`src/rtl/multicycle_control_unit_if.sv`:
```
// Memory handshake bundle between the multicycle control unit (master) and the
// instruction/data memory subsystem (slave).
interface multicycle_control_unit_if;
  logic imem_req;
  logic imem_ready;
  logic dmem_req;
  logic dmem_we;
  logic dmem_ready;

  modport master (
    output imem_req, dmem_req, dmem_we,
    input  imem_ready, dmem_ready
  );

  modport slave (
    input  imem_req, dmem_req, dmem_we,
    output imem_ready, dmem_ready
  );
endinterface

```
`src/rtl/multicycle_control_unit.sv`:
```
// FETCH/DECODE/EXEC/MEM/WB sequencer for the multicycle RISC datapath with a
// memory-ready watchdog. Optional INSTRET_CNT_EN adds a retired-instruction counter.
module multicycle_control_unit #(
  parameter int TIMEOUT_CYCLES = 15,
  parameter int CNT_W          = 4
) (
  input  logic                       clk,
  input  logic                       rst_n,
  multicycle_control_unit_if.master  bus,
  input  logic [5:0]                 op_code,
  input  logic [1:0]                 mode,
  input  logic                       alu_zero,
  output logic                       ir_write,
  output logic                       pc_write,
  output logic [1:0]                 pc_src,
  output logic [1:0]                 alu_op,
  output logic                       alu_src_b,
  output logic                       reg_write,
  output logic                       reg_dst_sel,
  output logic [1:0]                 wb_src,
  output logic                       instr_done,
  output logic                       illegal_op,
  output logic                       bus_error,
  output logic                       halted
`ifdef INSTRET_CNT_EN
  ,
  output logic [31:0]                instret_count
`endif
);

  localparam logic [2:0] S_FETCH  = 3'd0;
  localparam logic [2:0] S_DECODE = 3'd1;
  localparam logic [2:0] S_EXEC   = 3'd2;
  localparam logic [2:0] S_MEM    = 3'd3;
  localparam logic [2:0] S_WB     = 3'd4;
  localparam logic [2:0] S_WB2    = 3'd5;
  localparam logic [2:0] S_HALT   = 3'd7;

  localparam logic [5:0] OP_AND  = 6'd0;
  localparam logic [5:0] OP_ADD  = 6'd1;
  localparam logic [5:0] OP_SUB  = 6'd2;
  localparam logic [5:0] OP_ANDI = 6'd3;
  localparam logic [5:0] OP_ADDI = 6'd4;
  localparam logic [5:0] OP_LW   = 6'd5;
  localparam logic [5:0] OP_SW   = 6'd6;
  localparam logic [5:0] OP_BEQ  = 6'd7;
  localparam logic [5:0] OP_BNE  = 6'd8;
  localparam logic [5:0] OP_JMP  = 6'd12;
  localparam logic [5:0] OP_HALT = 6'd63;

  localparam logic [CNT_W-1:0] WAIT_LAST = CNT_W'(TIMEOUT_CYCLES - 1);

  logic [2:0]       state_reg, state_next;
  logic [CNT_W-1:0] wait_cnt_reg;
  logic             bus_error_reg;
  logic             waiting;
  logic             timeout;
  logic             fetch_ok;

  // While rst_n is low the state is already FETCH; masking ready keeps the
  // Mealy fetch strobes quiet so only imem_req shows during reset.
  assign fetch_ok = bus.imem_ready & rst_n;

  always_comb begin
    state_next   = state_reg;
    waiting      = 1'b0;
    timeout      = 1'b0;
    bus.imem_req = 1'b0;
    bus.dmem_req = 1'b0;
    bus.dmem_we  = 1'b0;
    ir_write     = 1'b0;
    pc_write     = 1'b0;
    pc_src       = 2'b00;
    alu_op       = 2'b00;
    alu_src_b    = 1'b0;
    reg_write    = 1'b0;
    reg_dst_sel  = 1'b0;
    wb_src       = 2'b00;
    instr_done   = 1'b0;
    illegal_op   = 1'b0;
    halted       = 1'b0;
    case (state_reg)
      S_FETCH: begin
        bus.imem_req = 1'b1;
        if (fetch_ok) begin
          ir_write   = 1'b1;
          pc_write   = 1'b1;
          state_next = S_DECODE;
        end else begin
          waiting = 1'b1;
          if (wait_cnt_reg == WAIT_LAST) begin
            timeout    = 1'b1;
            state_next = S_HALT;
          end
        end
      end
      S_DECODE: begin
        case (op_code)
          OP_JMP: begin
            pc_write   = 1'b1;
            pc_src     = 2'b10;
            instr_done = 1'b1;
            state_next = S_FETCH;
          end
          OP_HALT: state_next = S_HALT;
          OP_AND, OP_ADD, OP_SUB, OP_ANDI, OP_ADDI, OP_BEQ, OP_BNE:
            state_next = S_EXEC;
          OP_LW, OP_SW: begin
            // Only register-indirect (00) and post-increment (01) are defined.
            if (mode[1]) begin
              illegal_op = 1'b1;
              state_next = S_FETCH;
            end else begin
              state_next = S_EXEC;
            end
          end
          default: begin
            illegal_op = 1'b1;
            state_next = S_FETCH;
          end
        endcase
      end
      S_EXEC: begin
        alu_src_b = (op_code == OP_ANDI) || (op_code == OP_ADDI) ||
                    (op_code == OP_LW)   || (op_code == OP_SW);
        if ((op_code == OP_SUB) || (op_code == OP_BEQ) || (op_code == OP_BNE))
          alu_op = 2'b01;
        else if ((op_code == OP_AND) || (op_code == OP_ANDI))
          alu_op = 2'b10;
        case (op_code)
          OP_LW, OP_SW: state_next = S_MEM;
          OP_BEQ, OP_BNE: begin
            if ((op_code == OP_BEQ) == alu_zero) begin
              pc_write = 1'b1;
              pc_src   = 2'b01;
            end
            instr_done = 1'b1;
            state_next = S_FETCH;
          end
          OP_AND, OP_ADD, OP_SUB, OP_ANDI, OP_ADDI: state_next = S_WB;
          default: state_next = S_FETCH;
        endcase
      end
      S_MEM: begin
        bus.dmem_req = 1'b1;
        bus.dmem_we  = (op_code == OP_SW);
        if (bus.dmem_ready) begin
          if (op_code == OP_SW) begin
            instr_done = 1'b1;
            state_next = S_FETCH;
          end else begin
            state_next = S_WB;
          end
        end else begin
          waiting = 1'b1;
          if (wait_cnt_reg == WAIT_LAST) begin
            timeout    = 1'b1;
            state_next = S_HALT;
          end
        end
      end
      S_WB: begin
        reg_write = 1'b1;
        wb_src    = (op_code == OP_LW) ? 2'b01 : 2'b00;
        if ((op_code == OP_LW) && (mode == 2'b01)) begin
          state_next = S_WB2;
        end else begin
          instr_done = 1'b1;
          state_next = S_FETCH;
        end
      end
      S_WB2: begin
        reg_write   = 1'b1;
        reg_dst_sel = 1'b1;
        wb_src      = 2'b10;
        instr_done  = 1'b1;
        state_next  = S_FETCH;
      end
      S_HALT: halted = 1'b1;
      default: state_next = S_FETCH;
    endcase
  end

  always_ff @(posedge clk or negedge rst_n) begin
    if (!rst_n) begin
      state_reg     <= S_FETCH;
      wait_cnt_reg  <= '0;
      bus_error_reg <= 1'b0;
    end else begin
      state_reg <= state_next;
      if (state_next != state_reg)
        wait_cnt_reg <= '0;
      else if (waiting)
        wait_cnt_reg <= wait_cnt_reg + 1'b1;
      if (timeout)
        bus_error_reg <= 1'b1;
    end
  end

  assign bus_error = bus_error_reg;

`ifdef INSTRET_CNT_EN
  logic [31:0] instret_reg;

  always_ff @(posedge clk or negedge rst_n) begin
    if (!rst_n)
      instret_reg <= 32'd0;
    else if (instr_done)
      instret_reg <= instret_reg + 32'd1;
  end

  assign instret_count = instret_reg;
`endif

endmodule

```
`src/flat_wrapper.sv`:
```
// flat-port wrapper written by rule: the top's interface ports become plain ports
module multicycle_control_unit_flat 
#(
  parameter int TIMEOUT_CYCLES = 15,
  parameter int CNT_W          = 4
)
  (clk, rst_n, op_code, mode, alu_zero, ir_write, pc_write, pc_src, alu_op, alu_src_b, reg_write, reg_dst_sel, wb_src, instr_done, illegal_op, bus_error, halted, bus_imem_req, bus_dmem_req, bus_dmem_we, bus_imem_ready, bus_dmem_ready);
  multicycle_control_unit_if bus_i ();
  input  logic clk;
  input  logic rst_n;
  input  logic [5:0] op_code;
  input  logic [1:0] mode;
  input  logic alu_zero;
  output logic ir_write;
  output logic pc_write;
  output logic [1:0] pc_src;
  output logic [1:0] alu_op;
  output logic alu_src_b;
  output logic reg_write;
  output logic reg_dst_sel;
  output logic [1:0] wb_src;
  output logic instr_done;
  output logic illegal_op;
  output logic bus_error;
  output logic halted;
  output wire logic [$bits(bus_i.imem_req)-1:0] bus_imem_req;
  output wire logic [$bits(bus_i.dmem_req)-1:0] bus_dmem_req;
  output wire logic [$bits(bus_i.dmem_we)-1:0] bus_dmem_we;
  input wire logic [$bits(bus_i.imem_ready)-1:0] bus_imem_ready;
  input wire logic [$bits(bus_i.dmem_ready)-1:0] bus_dmem_ready;
  assign bus_imem_req = bus_i.imem_req;
  assign bus_dmem_req = bus_i.dmem_req;
  assign bus_dmem_we = bus_i.dmem_we;
  assign bus_i.imem_ready = bus_imem_ready;
  assign bus_i.dmem_ready = bus_dmem_ready;
  multicycle_control_unit #(.TIMEOUT_CYCLES(TIMEOUT_CYCLES), .CNT_W(CNT_W)) u_core (.clk(clk), .rst_n(rst_n), .bus(bus_i), .op_code(op_code), .mode(mode), .alu_zero(alu_zero), .ir_write(ir_write), .pc_write(pc_write), .pc_src(pc_src), .alu_op(alu_op), .alu_src_b(alu_src_b), .reg_write(reg_write), .reg_dst_sel(reg_dst_sel), .wb_src(wb_src), .instr_done(instr_done), .illegal_op(illegal_op), .bus_error(bus_error), .halted(halted));
endmodule
```
`config.mk`:
```
export PLATFORM = sky130hd
export DESIGN_NAME = multicycle_control_unit_flat
export DESIGN_NICKNAME = d
export VERILOG_FILES = /design/src/rtl/multicycle_control_unit_if.sv /design/src/rtl/multicycle_control_unit.sv /design/src/flat_wrapper.sv
export SDC_FILE = /design/constraint.sdc
export NUM_CORES = 1
export LEC_CHECK = 0
export CAP_MARGIN = 40
export CORE_MARGIN = 2
export CORE_UTILIZATION = 48
export CTS_CLUSTER_SIZE = 8
export DETAILED_ROUTE_END_ITERATION = 8
export HOLD_SLACK_MARGIN = 0.05
export PLACE_DENSITY = 0.87
export SLEW_MARGIN = 10
export SYNTH_ARGS = -nofsm -noshare
export SYNTH_HDL_FRONTEND = slang
export SYNTH_SLANG_ARGS = --single-unit
```
`constraint.sdc`:
```
create_clock -name clk -period 3.45 [get_ports clk]
set_clock_uncertainty 0.2 [all_clocks]
set_input_delay 0.69 -clock clk [delete_from_list [all_inputs] [get_ports clk]]
set_output_delay 0.69 -clock clk [all_outputs]
set_load 0.02 [all_outputs]
```
==> run metrics <==
outcome finished, final reports clean; Root Buffer clkbuf_4; drt first-iter violations 57; Power Density around 250 nW/µm²; Worst Setup End Kind output port; Clk pwr share 0.212; Syn Std Cell Area 884.6 µm²; overall routing resource usage 0.2728; HP Class reg -> reg; Yosys Warn Count 0; fin. max-slew vios 0; worst-skew pair later-pin latency ~250 ps; Post-synth ARST share 1.000; Cells after DPL roughly 180; Starting Density 0.5123; hold path depth 1; CP cell instances clkdlybuf4s50_1, or4b_4, nor4b_4, nand2_1, a211oi_2, nand2_1, buf_4; CTS tree yes; placed cell area around 1300 µm²; WL final about 3.0 mm; post-layout util 0.7826; RSZ-0062 raised after global routing yes; clk slew on worst S/H paths 60 ps; Final Net Count around 180; Final Hold Viols 0; Worst setup SP type input pin; NetSw roughly 0.00012 W; Final Power 0.0003355 W; WP data arrival ~2500 ps; first-pass GRT wire length between 4 and 5 mm; vias in the first global route 947; EDFF count, synth 0; minimum clock period between 3000 and 4000 ps; Avg Cell Area, Syn 7.497 µm²; r2r setup slk ~840 ps; hpwl dp between 2 and 2.5 mm; Worst path depth 7; placement row count 15; Ant. Diodes 0; Net Sw Frac 0.3607; Final ANT Viol Nets 0; fin cells 185; I/O pin count 31; max reg flops 4; Post-Synthesis Cells around 120; final setup fails 0; detailed-route via count 1075; delay of the slowest cell on the worst path 550 ps; Yosys cell types 44; clock sink total 8; drt drc 0; Design Area, Final 1351 µm²; Critical Path Slowest Stage Cell or4b_4; Comb power frac 0.410; cells on worst reg2reg path 7; CTS max path bufs 2; WP buf/inv 2; setup TNS 0 ps; sequential area share after synthesis 0.2263; slew at the pin with the worst max-slew slack between 400 and 500 ps; number of max-cap violations 0; CTS hold repair buffers 0; Max Freq between 200 and 300 MHz; CP Max Fanout 4; internal power ~0.00021 W; Die Ht around 47 µm; area grow syn2layout 52.76%; Seq pwr share 0.378; crit-path leading delay family simple AND/OR/NAND/NOR gates; CP most frequent cell nand2_1; WL per Instance between 15 and 20 µm; Worst IR Drop VDD 0.0002852 V; initial antenna violation count 0; critical path class in -> out; Syn Nets between 100 and 150; required time worst endpoint between 2000 and 3000 ps; Vias/cell a little under 6; GR Overflow Total 0; FILL cells about 120; total die area 2202 µm²; IO Port Bufs 30; pin count of the biggest net entering global routing 12; Core ar. ~1700 µm²; First-pass DRT Iterations 4; gpl congestion 0.8963; crit share post-route 0.9943; H-tree depth 1; leak pwr about 0.63 nW; Post-synth top flop dfrtp_1; Die W around 47 µm; share of layout cells above drive strength 1 0.2313; Rel. slew slack 0.6729; CTS Buf Count 3; Synth Register Bits 8
[synth_stat cells, types with 2 or more instances]
| master | number | area, µm² |
|---|---|---|
| a21oi_1 | 3 | 15.01 |
| a311oi_1 | 2 | 17.52 |
| a31oi_1 | 4 | 25.02 |
| and3_1 | 3 | 18.77 |
| buf_2 | 5 | 25.02 |
| clkbuf_1 | 2 | 7.510 |
| dfrtp_1 | 8 | 200.2 |
| ha_1 | 2 | 25.02 |
| inv_1 | 7 | 26.28 |
| nand2_1 | 9 | 33.78 |
| nand3_1 | 3 | 15.01 |
| nand3b_1 | 3 | 22.52 |
| nand4_1 | 3 | 18.77 |
| nor2_1 | 15 | 56.30 |
| nor3_1 | 5 | 25.02 |
| nor3b_1 | 2 | 15.01 |
| nor4_1 | 4 | 25.02 |
| nor4b_1 | 2 | 17.52 |
| o21ai_0 | 3 | 15.01 |
| o2bb2ai_1 | 2 | 17.52 |
| o31ai_1 | 2 | 15.01 |
| or3_1 | 2 | 12.51 |
| or3b_2 | 2 | 17.52 |
| xnor2_1 | 4 | 35.03 |
| xor2_1 | 2 | 17.52 |
[power groups by stage]
stage	Clock (W)	Sequential (W)	Combinational [W]
after CTS	0.0000736	0.000125	0.000133
final	0.0000712	0.000127	0.000138
after detailed placement	0	0.000127	0.000133
after floorplan	0	0.000122	0.0000806
after global routing	0.0000803	0.000129	0.000153
after global placement	0	0.000125	0.000128
[per-stage QoR]
step,setup slack (ps),hold slack (ps)
3_5_place_dp,-465.1,268.1
2_1_floorplan,84.20,194.4
3_3_place_gp,-430.5,262.4
6_report,19.59,288.1
4_1_cts,-66.93,284.6
5_1_grt,-41.96,302.9
[layer usage]
| layer | routed length [µm] | vias to the layer above | track usage |
|---|---|---|---|
| met5 | 0 | - | 0 |
| met4 | 0 | 0 | 0.01111 |
| met3 | 194 | 0 | 0.08077 |
| met2 | 1406 | 51 | 0.4164 |
| met1 | 1350 | 503 | 0.4028 |
| li1 | - | 521 | - |
[cell type report]
cell class / instances / area, µm² / share of cell area
Multi-Input combinational cell: 95 / 651.9 / 0.4824
Timing Repair Buffer: 47 / 419.2 / 0.3102
Sequential cell: 8 / 200.2 / 0.1481
Tap cell: 25 / 31.28 / 0.02315
Inverter: 7 / 26.28 / 0.01944
Clock buffer: 3 / 22.52 / 0.01667
[cells in the final DEF (no fill, tap or decap), types with 2 or more instances in the layout]
master	netlist	layout
a21oi_1	3	3
a311oi_1	2	2
a31oi_1	4	4
and3_1	3	3
buf_4	1	18
clkbuf_2	0	2
clkbuf_4	0	3
clkdlybuf4s50_1	0	18
dfrtp_1	8	8
dlygate4sd2_1	0	2
dlymetal6s2s_1	0	5
ha_1	2	2
inv_1	7	7
nand2_1	9	9
nand3_1	3	3
nand3b_1	3	3
nand4_1	3	3
nor2_1	15	13
nor2_2	0	2
nor3_1	5	5
nor3b_1	2	2
nor4_1	4	4
nor4b_2	0	2
o21ai_0	3	3
o2bb2ai_1	2	2
o31ai_1	2	2
or3_1	2	2
or3b_2	2	2
xnor2_1	4	4
xor2_1	2	2
[path summary, 6_finish.rpt]
kind / start / end
max reg2reg: u_core.wait_cnt_reg[0] / u_core.wait_cnt_reg[0]
min in group asynchronous: rst_n / u_core.state_reg[0]
min: u_core.bus_error / u_core.bus_error
max in group asynchronous: rst_n / u_core.wait_cnt_reg[3]
min reg2reg: u_core.bus_error / u_core.bus_error
max: op_code[4] / instr_done
[timing repair]
action                     CTS  global route
buffers inserted             1             0
pin swaps                    0             3
setup endpoints to repair    7             9
resized for setup           15            18
[cells by family after synthesis]
| group | Yosys count | synth area share |
|---|---|---|
| buffers and inverters | 15 | 0.07497 |
| AND/OR/NAND/NOR | 61 | 0.3975 |
| adder cells (fa/ha/maj) | 2 | 0.02828 |
| flip-flops | 8 | 0.2263 |
| AO/OA/AOI/OAI | 26 | 0.2136 |
| XOR/XNOR | 6 | 0.05941 |
(Power assumes the default switching activity.)
